--- src/rtl/muldiv_seq.sv ---
// Multi-cycle unsigned multiply / divide sequencer beside the single-cycle ALU.
// Iterative shift-add multiply and restoring divide, one bit per clock.
module muldiv_seq #(
  parameter int unsigned WIDTH = 16
) (
  input  logic             clk,
  input  logic             rst_n,
  input  logic             start,
  input  logic [3:0]       alucontrol,
  input  logic [WIDTH-1:0] a,
  input  logic [WIDTH-1:0] b,
  output logic             ready,
  output logic             busy,
  output logic             done,
  output logic [WIDTH-1:0] result,
  output logic [WIDTH-1:0] hi,
  output logic             divzero
);

  localparam int unsigned CNT_W = $clog2(WIDTH) + 1;
  localparam int unsigned ACC_W = 2 * WIDTH;
  localparam logic [3:0]  OP_MUL = 4'b0010;
  localparam logic [3:0]  OP_DIV = 4'b0011;

  typedef enum logic [1:0] {S_IDLE, S_MUL, S_DIV, S_DONE} state_t;

  state_t             state_q, state_d;
  logic [CNT_W-1:0]   cnt_q, cnt_d;
  logic [ACC_W-1:0]   acc_q, acc_d;
  logic [WIDTH-1:0]   opnd_q, opnd_d;
  logic [WIDTH-1:0]   result_q, result_d;
  logic [WIDTH-1:0]   hi_q, hi_d;
  logic               divzero_q, divzero_d;
  logic               ready_q, ready_d;
  logic               busy_q, busy_d;
  logic               done_q, done_d;

  logic [WIDTH:0]     mul_sum;
  logic [ACC_W-1:0]   mul_step;
  logic [WIDTH:0]     div_shift;
  logic [WIDTH:0]     div_trial;
  logic               div_ge;
  logic [ACC_W-1:0]   div_step;

  // acc holds {partial product high, multiplier} or {remainder, dividend/quotient}
  always_comb begin
    mul_sum   = {1'b0, acc_q[ACC_W-1:WIDTH]} + (acc_q[0] ? {1'b0, opnd_q} : (WIDTH+1)'(0));
    mul_step  = {mul_sum, acc_q[WIDTH-1:1]};
    div_shift = acc_q[ACC_W-1:WIDTH-1];
    div_trial = div_shift - {1'b0, opnd_q};
    // remainder stays below divisor, so the trial borrow bit is the compare result
    div_ge    = ~div_trial[WIDTH];
    div_step  = {(div_ge ? div_trial[WIDTH-1:0] : div_shift[WIDTH-1:0]),
                 acc_q[WIDTH-2:0], div_ge};
  end

  always_comb begin
    state_d   = state_q;
    cnt_d     = cnt_q;
    acc_d     = acc_q;
    opnd_d    = opnd_q;
    result_d  = result_q;
    hi_d      = hi_q;
    divzero_d = divzero_q;

    case (state_q)
      S_IDLE: begin
        if (start && (alucontrol == OP_MUL || alucontrol == OP_DIV)) begin
          cnt_d     = CNT_W'(WIDTH);
          divzero_d = 1'b0;
          if (alucontrol == OP_MUL) begin
            opnd_d  = a;
            acc_d   = {WIDTH'(0), b};
            state_d = S_MUL;
          end else begin
            opnd_d  = b;
            acc_d   = {WIDTH'(0), a};
            if (b == WIDTH'(0)) begin
              state_d   = S_DONE;
              divzero_d = 1'b1;
              result_d  = {WIDTH{1'b1}};
              hi_d      = a;
            end else begin
              state_d = S_DIV;
            end
          end
        end
      end
      S_MUL: begin
        acc_d = mul_step;
        if (cnt_q != CNT_W'(0)) cnt_d = cnt_q - CNT_W'(1);
        if (cnt_q == CNT_W'(1)) begin
          state_d  = S_DONE;
          result_d = mul_step[WIDTH-1:0];
          hi_d     = mul_step[ACC_W-1:WIDTH];
        end
      end
      S_DIV: begin
        acc_d = div_step;
        if (cnt_q != CNT_W'(0)) cnt_d = cnt_q - CNT_W'(1);
        if (cnt_q == CNT_W'(1)) begin
          state_d  = S_DONE;
          result_d = div_step[WIDTH-1:0];
          hi_d     = div_step[ACC_W-1:WIDTH];
        end
      end
      S_DONE: state_d = S_IDLE;
      default: state_d = S_IDLE;
    endcase

    ready_d = (state_d == S_IDLE);
    busy_d  = (state_d != S_IDLE);
    done_d  = (state_d == S_DONE);
  end

  always_ff @(posedge clk or negedge rst_n) begin
    if (!rst_n) begin
      state_q   <= S_IDLE;
      cnt_q     <= '0;
      acc_q     <= '0;
      opnd_q    <= '0;
      result_q  <= '0;
      hi_q      <= '0;
      divzero_q <= 1'b0;
      ready_q   <= 1'b1;
      busy_q    <= 1'b0;
      done_q    <= 1'b0;
    end else begin
      state_q   <= state_d;
      cnt_q     <= cnt_d;
      acc_q     <= acc_d;
      opnd_q    <= opnd_d;
      result_q  <= result_d;
      hi_q      <= hi_d;
      divzero_q <= divzero_d;
      ready_q   <= ready_d;
      busy_q    <= busy_d;
      done_q    <= done_d;
    end
  end

  assign ready   = ready_q;
  assign busy    = busy_q;
  assign done    = done_q;
  assign result  = result_q;
  assign hi      = hi_q;
  assign divzero = divzero_q;

endmodule

--- config.mk ---
export PLATFORM = sky130hd
export DESIGN_NAME = muldiv_seq
export DESIGN_NICKNAME = d
export VERILOG_FILES = /design/src/rtl/muldiv_seq.sv
export SDC_FILE = /design/constraint.sdc
export NUM_CORES = 1
export LEC_CHECK = 0
export ABC_AREA = 1
export BUFFER_PORTS_ARGS = -buffer_cell sky130_fd_sc_hd__clkbuf_2
export CAP_MARGIN = 20
export CORE_ASPECT_RATIO = 1.1
export CORE_MARGIN = 2
export CORE_UTILIZATION = 40
export DETAILED_ROUTE_END_ITERATION = 8
export GPL_ROUTABILITY_DRIVEN = 0
export SLEW_MARGIN = 30
export SYNTH_ARGS = -nofsm -noshare
export SYNTH_HDL_FRONTEND = slang
export SYNTH_SLANG_ARGS = --single-unit
--- constraint.sdc ---
create_clock -name clk -period 4.3 [get_ports clk]
set_clock_uncertainty 0.05 [all_clocks]
set_input_delay 0.43 -clock clk [delete_from_list [all_inputs] [get_ports clk]]
set_output_delay 0.43 -clock clk [all_outputs]
set_load 0.01 [all_outputs]
==> results.py, run 1 <==
metrics = {
    "global_routing": {
        "top_usage_layer": "met2",
        "grt_max_degree": 68,
        "grt_antenna_before_repair": 0,
        "grt_pass1_wl_um": 30800,
        "met1_usage_pct": 29.3,
        "overflow": 0,
        "grtUsageMet3_pct": 1.95,
        "met2_usage_pct": 35.0,
        "grt.total_usage_pct": 21.1,
        "grt_pass1_vias": 6162,
    },
    "cts": {
        "cts_inserted_buffers": 9,
        "clock-sinks": 91,
        "clkTransAtPathRegs_ns": 0.06,
        "clk_latency_ns": 0.34,
        "post_cts_buffers": 0,
        "cts_buffer_depth": 2,
        "cts_tree": "done",
        "htreeDepth": 3,
        "hold_buffers": 0,
        "clockRootBuffer": "clkbuf_16",
        "ctsResizeCount": 0,
    },
    "power": {
        "p_int_mw": 2.68,
        "sw_frac_of_total_pct": 47.8,
        "clkPwrFrac_pct": 17.1,
        "p_seq_share_pct": 28.0,
        "p_leak_nw": 4.21,
        "p_sw_mw": 2.46,
        "p_comb_share_pct": 54.9,
        "power_density_nw_per_um2": 659,
        "vdd_drop_max_mv": 0.632,
    },
    "finish": {
        "multi_input_area_um2": 3890,
        "fillers": 1783,
        "diodes": 0,
        "stdcell_count": 1284,
        "regArea_um2": 2280,
        "fin_area_um2": 7800,
        "area_growth_pct": 12.3,
        "drive_above_1_share_pct": 16.6,
        "fin_util_pct": 45.8,
        "nets": 1125,
    },
    "die": {
        "fp.dieH_um": 142,
        "ios": 75,
        "rows": 50,
        "start_util_pct": 40.8,
        "die-area_um2": 18400,
        "core_um2": 17000,
        "die_w_um": 130,
    },
    "timing": {
        "timing.final.crit_share_pct": 66.7,
        "worst_slew_pin_slew_ns": 0.856,
        "setup_tns_ns": 0,
        "setup-violations-final": 0,
        "fmax_mhz": 348,
        "hold_violations": 0,
        "min_period_ns": 2.87,
        "drv_slew": 0,
        "rsz0062_at_grt": "false",
        "slew_headroom_pct": 43.0,
    },
    "setup_path": {
        "cp_max_fo": 32,
        "cp-start-kind": "flop",
        "r2r_slack_ns": 1.43,
        "slowest_stage": "inv_1",
        "max_stage_delay_ns": 0.67,
        "critPathKind": "reg2reg",
        "worst-r2r-cell-count": 9,
        "crit_chain": "inv_1 > ha_1 > inv_1 > a21oi_1 > nor2_1 > nand2_2 > inv_2 > nor2_1 > a21oi_1",
        "required_ns": 4.52,
        "reg2reg_to": "hi[9]",
        "reg2reg_from": "state_q[1]",
        "cp.arrival_ns": 3.09,
        "crit_path_end_kind": "flop",
    },
    "yosys": {
        "syn_area_per_cell_um2": 7.00,
        "synth_edf_count": 0,
        "synth.cell_area_um2": 6950,
        "synth_ff_type": "dfrtp_1",
        "netlist_instances": 993,
        "synth-async-reset-ratio_pct": 100,
        "ys_seq_area_share_pct": 32.8,
        "yosysWarnings": 0,
        "syn-num-nets": 1073,
        "ys_ff_latch": 91,
        "synthDistinctLibCells": 46,
    },
    "place": {
        "dp_hpwl_um": 14400,
        "io_buffers": 74,
        "placedCellCount": 1268,
        "placed_area_um2": 7470,
    },
    "drt": {
        "via_per_inst": 4.97,
        "ant_nets": 0,
        "finalWirelength_um": 18500,
        "routedWlPerCell_um": 14.4,
        "route.vias.total": 6376,
        "firstDrtPassIters": 5,
        "drtIter0Drc": 339,
        "drc": 0,
    },
    "run": {
        "drv_cap": 0,
    },
    "run_status": {
        "status": "complete, no violations",
    },
    "hold_path": {
        "hold_path_class": "in2async",
    },
}
synthesized netlist by cell type, drive strengths merged (4+ instances only):
| cell type | count | share of area [%] |
|---|---|---|
| buf | 13 | 1.2 |
| inv | 156 | 8.4 |
| nor2 | 46 | 2.5 |
| nor4 | 4 | 0.67 |
| o221ai | 14 | 1.8 |
| clkbuf | 26 | 1.5 |
| a21oi | 78 | 6.4 |
| nand2 | 297 | 18 |
| ha | 39 | 7.0 |
| xor2 | 6 | 0.76 |
| o21ai | 99 | 7.5 |
| nand3b | 7 | 0.76 |
| nand3 | 67 | 5.4 |
| and2 | 4 | 0.36 |
| or2 | 5 | 0.49 |
| nand4 | 6 | 0.54 |
| dfrtp | 90 | 32 |
| o211ai | 16 | 1.7 |
critical path, delay by kind of cell (launching register included):
family / cells / cell delay [ns]
AOI/OAI and AO/OA: 2 / 0.27
DFF: 1 / 0.38
adders and majority gates: 1 / 0.38
buffers and inverters: 3 / 1.26
and+or+nand+nor: 3 / 0.42
sequential cells by signal, indices dropped and copies added, names as in the netlist:
name     count
acc_q       32
busy         1
cnt_q        5
divzero      1
done         1
hi          16
opnd_q      16
ready        1
result      16
state_q      2
per-layer routing:
layer / vias up / wire length [um]
met5: - / 0
met4: 0 / 242
met3: 15 / 640
met2: 103 / 8740
met1: 2944 / 8890
li1: 3314 / -
power groups by stage:
stage / registers [mW] / logic [mW] / clock network, mW
floorplan: 1.46 / 2.07 / 0
global placement: 1.45 / 2.79 / 0
detailed placement: 1.45 / 2.82 / 0
CTS: 1.44 / 2.84 / 0.897
global route: 1.48 / 3.20 / 0.934
finish: 1.44 / 2.82 / 0.879
stage by stage:
step / worst slack (ns) / power (mW) / hold WS (ns)
after floorplan: 1.78 / 3.54 / 0.0844
after global placement: 1.55 / 4.25 / 0.415
after detailed placement: 1.47 / 4.27 / 0.414
after CTS: 1.45 / 5.17 / 0.181
after global routing: 1.16 / 5.62 / 0.207
final: 1.43 / 5.14 / 0.140
worst max-delay path by stage:
stage / to / depth (start not counted) / start / slack [ns]
3_3_place_gp: hi[12] / 9 / state_q[1] / 1.55
2_1_floorplan: acc_q[25] / 19 / acc_q[0] / 1.78
5_1_grt: acc_q[24] / 17 / acc_q[15] / 1.16
3_5_place_dp: hi[11] / 9 / state_q[1] / 1.47
6_report: hi[9] / 9 / state_q[1] / 1.43
4_1_cts: hi[6] / 9 / state_q[1] / 1.45
layout make-up:
type                    instances  area share [%]
clock buffers                  11            3.24
repair buffers                 80            5.36
clock inverters                 5            1.06
inverters                     157            7.55
well taps                     234            3.75
flip-flops and latches         91            29.2
multi-input cells             706            49.8
placed cells by master, fill, tap and decap left out, types with 8 or more instances in the layout:
cell type / count
nand2_1: 260
inv_1: 149
dfrtp_1: 90
o21ai_0: 85
clkbuf_2: 73
a21oi_1: 67
nand3_1: 60
nor2_1: 45
ha_1: 39
nand2_2: 33
o211ai_1: 16
o221ai_1: 14
a21oi_2: 9
clkbuf_16: 9
o21ai_1: 8
kinds of logic (layout without fill, tap and decap cells):
group,after synthesis,after routing,share of synthesized area (%)
and+or+nand+nor,440,440,28.9
AOI/OAI and AO/OA,216,216,18.3
buffers and inverters,196,253,11.3
DFF,91,91,32.8
adders and majority gates,41,41,7.60
xor gates and xnor gates,9,9,1.13
Power figures use the tool's default switching activity.
==> run 2: changes to the inputs <==
==> constraint.sdc (replaced) <==
create_clock -name clk -period 2.62 [get_ports clk]
set_clock_uncertainty 0.05 [all_clocks]
set_input_delay 0.262 -clock clk [delete_from_list [all_inputs] [get_ports clk]]
set_output_delay 0.262 -clock clk [all_outputs]
set_load 0.01 [all_outputs]
==> run 2 against run 1 <==
  * Worst setup slack lost 1.3 ns
  * Final cell count grew 1.3%
  * Combinational power grew 73%
  * Final area grew 1.9%
  * Die area is the same
  * Sequential share of layout area shrank 0.52 points
  * Core utilization grew 0.86 points
  * Critical path depth grew 8
  * Flip-flop and latch count is the same
  * Critical endpoint is now acc_q[24]
==> results.py, run 2 (synthesized netlist as in run 1, its figures left out) <==
metrics = {
    "run_status": {
        "status": "complete, no violations",
    },
    "timing": {
        "setup-violations-final": 0,
        "hold_violations": 0,
        "worst_slew_pin_slew_ns": 0.577,
        "min_period_ns": 2.44,
        "fmax_mhz": 410,
        "whs_ns": 0.161,
        "drv_slew": 0,
        "slew_headroom_pct": 61.2,
        "rsz0062_at_grt": "true",
        "timing.final.crit_share_pct": 93.2,
    },
    "finish": {
        "final_common_cell": "nand2_1",
        "largest_reg_flops": 32,
        "largest-register": "acc_q",
        "area_growth_pct": 14.4,
        "diodes": 0,
        "mostFrequentLayoutCells": "nand2_1, inv_1, dfrtp_1, o21ai_0, clkbuf_2",
        "drive_above_1_share_pct": 18.1,
        "nets": 1142,
        "fin_util_pct": 46.7,
        "fillers": 1796,
    },
    "setup_path": {
        "cp-start-kind": "flop",
        "critical_path_buf_inv_count": 3,
        "max_stage_delay_ns": 0.41,
        "required_ns": 2.78,
        "cp_max_fo": 15,
        "crit_chain": "inv_1 > ha_1 > inv_1 > fa_1 > nand2_1 > nand2_2 > nand3_2 > nand2_4 > nand2_4 > nand2_2 > nand2_4 > buf_6 > nand3_1 > nand3_1 > nand2_1 > nand2_1 > o21ai_0",
        "slowest_stage": "fa_1",
        "cp_top_family": "simple AND/OR/NAND/NOR gates",
        "cp.arrival_ns": 2.60,
        "crit_path_end_kind": "flop",
        "critPathKind": "reg2reg",
    },
    "die": {
        "start_util_pct": 40.8,
        "ios": 75,
        "die_w_um": 130,
        "core_um2": 17000,
        "die-area_um2": 18400,
        "fp.dieH_um": 142,
        "rows": 50,
    },
    "drt": {
        "drtIter0Drc": 411,
        "route.vias.total": 6594,
        "ant_nets": 0,
        "via_per_inst": 5.07,
        "firstDrtPassIters": 5,
        "finalWirelength_um": 19500,
        "routedWlPerCell_um": 15.0,
        "drc": 0,
    },
    "place": {
        "dp_hpwl_um": 15400,
        "io_buffers": 74,
    },
    "global_routing": {
        "overflow": 0,
        "grt_pass1_wl_um": 32100,
        "grt_antenna_before_repair": 0,
        "grt_pass1_vias": 6286,
        "grt.total_usage_pct": 22.0,
        "grt_max_degree": 50,
    },
    "cts": {
        "cts_tree": "done",
        "htreeDepth": 3,
        "clk_latency_ns": 0.35,
        "clockRootBuffer": "clkbuf_16",
        "post_cts_buffers": 0,
        "clock-sinks": 91,
        "clkTransAtPathRegs_ns": 0.06,
        "cts_inserted_buffers": 9,
        "cts_buffer_depth": 2,
    },
    "hold_path": {
        "hold_path_class": "in2reg",
    },
    "power": {
        "p_int_mw": 4.42,
        "vdd_drop_max_mv": 0.645,
        "p_sw_mw": 4.14,
        "clkPwrFrac_pct": 15.7,
        "p_leak_nw": 4.28,
        "p_comb_share_pct": 57.0,
        "sw_frac_of_total_pct": 48.3,
        "power_density_nw_per_um2": 1080,
        "p_seq_share_pct": 27.3,
        "total_power_mw": 8.56,
    },
    "run": {
        "drv_cap": 0,
    },
}
[run 2: changes by cell type in the layout (fill, tap and decap cells not counted), moves of 2 or more]
| cell | previous run | this run |
|---|---|---|
| buf_4 | 7 | 20 |
| buf_6 | 0 | 2 |
| a21oi_1 | 67 | 63 |
| a21oi_2 | 9 | 13 |
| clkbuf_1 | 0 | 2 |
| inv_6 | 2 | 0 |
[run 2: timing repair]
item | 4_1_cts | 5_1_grt
hold endpoints to repair | 28 | 0
hold buffers | 1 | 0
gates resized for setup | 0 | 9
setup endpoints to repair | 0 | 15
[run 2: layer usage]
metal / GRT usage [%] / wire, um
met5: 0 / 0
met4: 6.79 / 337
met3: 2.14 / 744
met1: 31.0 / 9170
met2: 35.8 / 9270
[run 2: worst paths after layout]
path,slack [ns],endpoint,start,depth (start not counted)
worst max-delay path,0.18,acc_q[24],acc_q[15],17
worst min-delay path,0.16,opnd_q[5],a[5],3
worst max register to register,0.18,acc_q[24],acc_q[15],17
worst min register to register,0.43,result[14],result[14],2
max in group asynchronous,1.51,result[15],rst_n,3
min in group asynchronous,0.34,busy,rst_n,2
[run 2: metrics by stage]
stage / area (um^2) / setup TNS (ns) / cells / worst slack [ns]
after global routing: 7950 / -0.00671 / 1301 / -0.00630
final: 7950 / 0 / 1301 / 0.179
after floorplan: 6950 / 0 / 993 / 0.100
after CTS: 7920 / 0 / 1301 / 0.130
after global placement: 7600 / 0 / 1284 / 0.181
after detailed placement: 7600 / 0 / 1284 / 0.134
[run 2: worst min-delay path: stages]
cell and delay [ns]:
clkbuf_2 0.11, o21ai_0 0.08, o21ai_0 0.07
[run 2: area by class of cell]
type,count,area (um^2),area share (%)
Multi-Input combinational cell,706,3910,49.2
Clock inverter,3,46.3,0.582
Clock buffer,13,260,3.27
Sequential cell,91,2280,28.7
Tap cell,234,293,3.68
Inverter,157,589,7.41
Timing Repair Buffer,97,568,7.15
[run 2: power groups by stage]
stage / Sequential [mW] / Combinational, mW / Clock, mW
floorplan: 2.40 / 3.40 / 0
global placement: 2.34 / 4.84 / 0
detailed placement: 2.35 / 4.85 / 0
CTS: 2.33 / 4.88 / 1.37
global route: 2.41 / 5.48 / 1.42
finish: 2.34 / 4.88 / 1.34
